==> src/rtl/rm_pc_stack.sv <==
// rm_pc_stack: registered program counter with a LIFO hardware return stack.
// Drives the fetch address onto the A input of the address multiplexer.
// Overflow/underflow raise a sticky fault that the control unit can clear.
module rm_pc_stack #(
  parameter int unsigned WIDTH      = 8,
  parameter int unsigned DEPTH      = 4,
  parameter logic [WIDTH-1:0] RESET_ADDR = '0
) (
  input  logic                       clk,
  input  logic                       reset,
  input  logic                       enable,
  input  logic [1:0]                 op,
  input  logic [WIDTH-1:0]           target,
  input  logic                       clear_fault,
  output logic [WIDTH-1:0]           pc,
  output logic [$clog2(DEPTH+1)-1:0] depth,
  output logic                       stack_empty,
  output logic                       stack_full,
  output logic                       fault
);

  localparam int unsigned DW = $clog2(DEPTH + 1);
  localparam int unsigned AW = (DEPTH > 1) ? $clog2(DEPTH) : 1;

  typedef enum logic [1:0] {
    OP_INC  = 2'b00,
    OP_JMP  = 2'b01,
    OP_CALL = 2'b10,
    OP_RET  = 2'b11
  } op_t;

  op_t              op_e;
  logic [WIDTH-1:0] stack_mem [DEPTH];
  logic [WIDTH-1:0] pc_inc;
  logic [WIDTH-1:0] pc_next;
  logic [DW-1:0]    depth_next;
  logic [AW-1:0]    push_idx;
  logic [AW-1:0]    top_idx;
  logic             push;
  logic             fault_set;
  logic             fault_next;

  assign op_e        = op_t'(op);
  assign pc_inc      = pc + WIDTH'(1);
  assign stack_empty = (depth == '0);
  assign stack_full  = (depth == DW'(DEPTH));
  // Entry addresses come from the low bits of depth; a full stack wraps the
  // low bits to zero, so depth-1 still lands on the top entry.
  assign push_idx    = depth[AW-1:0];
  assign top_idx     = depth[AW-1:0] - AW'(1);

  // Next-state decode of the requested operation and the sticky fault.
  always_comb begin
    pc_next    = pc;
    depth_next = depth;
    push       = 1'b0;
    fault_set  = 1'b0;
    if (enable) begin
      unique case (op_e)
        OP_INC: pc_next = pc_inc;
        OP_JMP: pc_next = target;
        OP_CALL: begin
          if (stack_full) begin
            fault_set = 1'b1;
          end else begin
            push       = 1'b1;
            depth_next = depth + DW'(1);
            pc_next    = target;
          end
        end
        OP_RET: begin
          if (stack_empty) begin
            fault_set = 1'b1;
          end else begin
            pc_next    = stack_mem[top_idx];
            depth_next = depth - DW'(1);
          end
        end
        default: pc_next = pc;
      endcase
    end
    if (fault_set)        fault_next = 1'b1;
    else if (clear_fault) fault_next = 1'b0;
    else                  fault_next = fault;
  end

  // PC, depth and fault registers with asynchronous reset.
  always_ff @(posedge clk or posedge reset) begin
    if (reset) begin
      pc    <= RESET_ADDR;
      depth <= '0;
      fault <= 1'b0;
    end else begin
      pc    <= pc_next;
      depth <= depth_next;
      fault <= fault_next;
    end
  end

  // Return-stack storage; a call pushes the wrapped return address.
  always_ff @(posedge clk or posedge reset) begin
    if (reset) begin
      for (int unsigned i = 0; i < DEPTH; i++) begin
        stack_mem[i] <= '0;
      end
    end else if (push) begin
      stack_mem[push_idx] <= pc_inc;
    end
  end

endmodule

==> config.mk <==
export PLATFORM = sky130hd
export DESIGN_NAME = rm_pc_stack
export DESIGN_NICKNAME = d
export VERILOG_FILES = /design/src/rtl/rm_pc_stack.sv
export SDC_FILE = /design/constraint.sdc
export NUM_CORES = 1
export LEC_CHECK = 0
export CAP_MARGIN = 20
export CELL_PAD_IN_SITES_DETAIL_PLACEMENT = 1
export CELL_PAD_IN_SITES_GLOBAL_PLACEMENT = 2
export CORE_UTILIZATION = 38
export CTS_BUF_LIST = sky130_fd_sc_hd__clkbuf_4 sky130_fd_sc_hd__clkbuf_8
export DETAILED_ROUTE_END_ITERATION = 16
export PLACE_DENSITY_LB_ADDON = 0.2
export SYNTH_ARGS = -nofsm -noshare
export SYNTH_HDL_FRONTEND = slang
export SYNTH_SLANG_ARGS = --single-unit
==> constraint.sdc <==
create_clock -name clk -period 2.55 [get_ports clk]
set_input_delay 0.51 -clock clk [delete_from_list [all_inputs] [get_ports clk]]
set_output_delay 0.51 -clock clk [all_outputs]
set_load 0.01 [all_outputs]
==> results_dict.tcl <==
set metrics [dict create \
    arrival_ns 1.89 \
    rows 28 \
    switching_share 0.354 \
    synth.distinct_cells 37 \
    synth.most_common_cell "dfrtp_1" \
    firstDrtPassIters 4 \
    worst_clock_skew_ns 0.0101 \
    fin_setup_tns_ns 0 \
    ir_drop_mv 0.541 \
    synth-main-ff-cell "dfrtp_1" \
    hp-class "flop to flop" \
    cts_tree "done" \
    min_path_cells 2 \
    synthCells 197 \
    crit_buf_inv 3 \
    r2r_start "depth[1]$_DFFE_PP0P_" \
    antenna_found_initial 0 \
    totalWireLength_um 6120 \
    cts.clk_slew.worst_paths_ns 0.09 \
    p_int_uw 1940 \
    cp_max_fo 5 \
    grt_pass1_vias 1898 \
    comb_power_share 0.445 \
    cts_sinks 44 \
    route.detailed.drc 0 \
    fin_crit_ns 2.40 \
    crit_type "flop to output pin" \
    min_period_over_period 0.942 \
    power.density_nw_per_um2 1060 \
    outcome "completed" \
    pin_count 28 \
    cp_slowest_cell "clkdlybuf4s50_1" \
    worst_slack_ns 0.147 \
    crit_path_cell_trace "inv_1, ha_2, nand2_1, inv_1, clkdlybuf4s50_1" \
    overflow 0 \
    hold_viol_final 0 \
    relSlewSlack 0.602 \
    place_congestion 0.801 \
    synth-seq-cells 44 \
    viasPerCell 5.41 \
    yosysTopAreaCell "dfrtp_1" \
    htree_levels 2 \
    r2r_setup_slack_ns 0.45 \
    netlist.area_leader.share 0.476 \
    core-area_um2 5890 \
    ant_nets 0 \
    min_to "stack_mem[16]$_DFFE_PP0P_" \
    port_buffers 27 \
    rr_worst_depth 6 \
    cts_root_buf "clkbuf_8" \
    dp_hpwl_um 4590 \
    grt_max_degree 45 \
    final_layout_size_suffix_gt1_frac 0.242 \
    start_kind "flop" \
    layout.nets 262 \
    yosysWarningCount 0 \
    finalSetupViolations 0 \
    dp_slack_ns 0.0945 \
    cap_violations 0 \
    crit_family "buffers and inverters" \
    drt_iter0_drc 51 \
    power_uw 3010 \
    grt_use_total 0.211 \
    synth_seq_area_share 0.476 \
    avgSynthCellArea_um2 11.7 \
    cp_common_cell "inv_1" \
    insertedDiodeCount 0 \
    r2r-end "pc[4]$_DFFE_PP0P_" \
    route.vias.total 1705 \
    fmax_mhz 416 \
    die_area_um2 6400 \
    tightest_slew_ns 0.597 \
    critPathMaxStageDelay_ns 0.52 \
    p_leak_uw 0.00128 \
    end_kind "output pin" \
    critPathRequiredTime_ns 2.04 \
    synthTopCellsByCount "44 x dfrtp_1, 24 x mux2_2, 22 x nand2_1" \
    rsz0062_at_grt "false" \
    die_w_um 80.0 \
    fp.dieH_um 80.0 \
    cts_setup_buffers 0 \
    numCtsBuffers 5 \
    syn_nets 220 \
    synth-edff-count 0 \
    timing.final.max_slew_violations 0 \
    insertion_delay_ns 0.30 \
    synth_area_leaders "dfrtp_1 48%, mux2_2 12%, mux4_1 4.5%" \
    seq_power_share 0.403 \
    worstHoldStart "stack_mem[16]$_DFFE_PP0P_" \
    grt_pass1_wl_um 10000 \
    p_sw_uw 1060 \
    syn_to_final_growth_pct 22.8 \
    p_clk_frac 0.152 \
    detail_route.wl_per_cell_um 19.4 \
    initial_core_util 0.393 \
    ys_async_sr_fraction 1.00 \
    clockBufferDepth 2 \
    syn_area_um2 2310 \
]
-- cell families (layout without fill, tap and decap cells) --
family	count (synthesis)	after routing	share of synthesized area
muxes	37	37	0.214
DFF	44	44	0.476
and+or+nand+nor	46	46	0.0887
AOI/OAI and AO/OA	38	38	0.108
buffers and inverters	17	60	0.0379
xor gates and xnor gates	6	6	0.0227
adders and majority gates	9	9	0.0520
-- how the worst max path moves through the flow --
stage	depth (start not counted)	endpoint	from	slack [ns]
after CTS	4	stack_empty	depth[1]$_DFFE_PP0P_	0.07
after detailed placement	7	pc[7]$_DFFE_PP0P_	op[0]	0.09
after floorplan	8	pc[4]$_DFFE_PP0P_	depth[0]$_DFFE_PP0P_	0.42
after global routing	5	stack_full	depth[1]$_DFFE_PP0P_	0.04
after global placement	7	depth[1]$_DFFE_PP0P_	op[0]	0.22
final	5	stack_full	depth[1]$_DFFE_PP0P_	0.15
-- worst register-to-register path, stage by stage (launching register included) --
cell and delay (ns):
dfrtp_1 0.42, inv_1 0.13, ha_2 0.44, mux4_2 0.52, a221o_1 0.31, o21ai_0 0.09
o21ai_1 0.08
-- cell type report --
class / instances / area (um2)
clock buffer: 6 / 82.6
inverter: 9 / 33.8
clock inverter: 2 / 10.0
timing repair buffer: 43 / 390
tap: 75 / 93.8
fill: 639 / 3050
multi-input combinational: 136 / 1130
sequential: 44 / 1100
-- flip-flops by register name, indices dropped and copies added, names as in the netlist --
name	count
stack_mem	32
pc	8
fault	1
depth	3
-- stage by stage --
| stage | cell area [um2] | std cells | util | hold slack (ns) |
|---|---|---|---|---|
| after floorplan | 2310 | 197 | - | 0.442 |
| after global placement | 2740 | 307 | 0.466 | 0.454 |
| after detailed placement | 2740 | 307 | 0.466 | 0.480 |
| after CTS | 2840 | 315 | 0.482 | 0.500 |
| after global routing | 2840 | 315 | 0.483 | 0.519 |
| final | 2840 | 315 | 0.483 | 0.495 |
-- repair_timing --
item | CTS | global route
endpoints found under the setup margin | 0 | 2
endpoints found under the hold margin | 0 | 0
gates resized for setup | 0 | 2
hold buffers | 0 | 0
-- power groups by stage --
stage	registers [uW]	logic [uW]	clock network [uW]
final	1210	1340	458
after global routing	1250	1460	496
after CTS	1210	1350	481
after detailed placement	1220	1340	0
after global placement	1190	1300	0
after floorplan	1180	878	0
-- placed cells by master, fill, tap and decap left out, types with 2 or more instances in the layout --
master / netlist / routed
nand2b_1: 2 / 2
mux4_2: 2 / 2
mux2_2: 24 / 24
clkinv_2: 0 / 2
or2_2: 2 / 2
a221o_1: 2 / 2
nor2_1: 6 / 6
nand4_1: 3 / 3
inv_1: 9 / 9
ha_1: 8 / 7
xor2_1: 4 / 4
clkbuf_8: 0 / 6
nand3_1: 7 / 7
o32ai_1: 2 / 2
xnor2_1: 2 / 2
dfrtp_1: 44 / 44
o21ai_0: 16 / 16
nand2_1: 22 / 22
mux4_1: 4 / 4
clkdlybuf4s50_1: 0 / 27
mux2i_1: 6 / 6
nor3_1: 3 / 3
o21a_1: 2 / 2
a21oi_1: 6 / 6
buf_4: 0 / 16
-- per-layer routing --
metal / vias to the layer above / routed length [um] / global-route usage
met5: - / 0 / 0
met4: 0 / 56 / 0.0554
met3: 6 / 175 / 0.0411
met2: 33 / 3230 / 0.366
met1: 878 / 2660 / 0.268
li1: 788 / - / -
No activity file was read; power rests on OpenSTA's default activity.
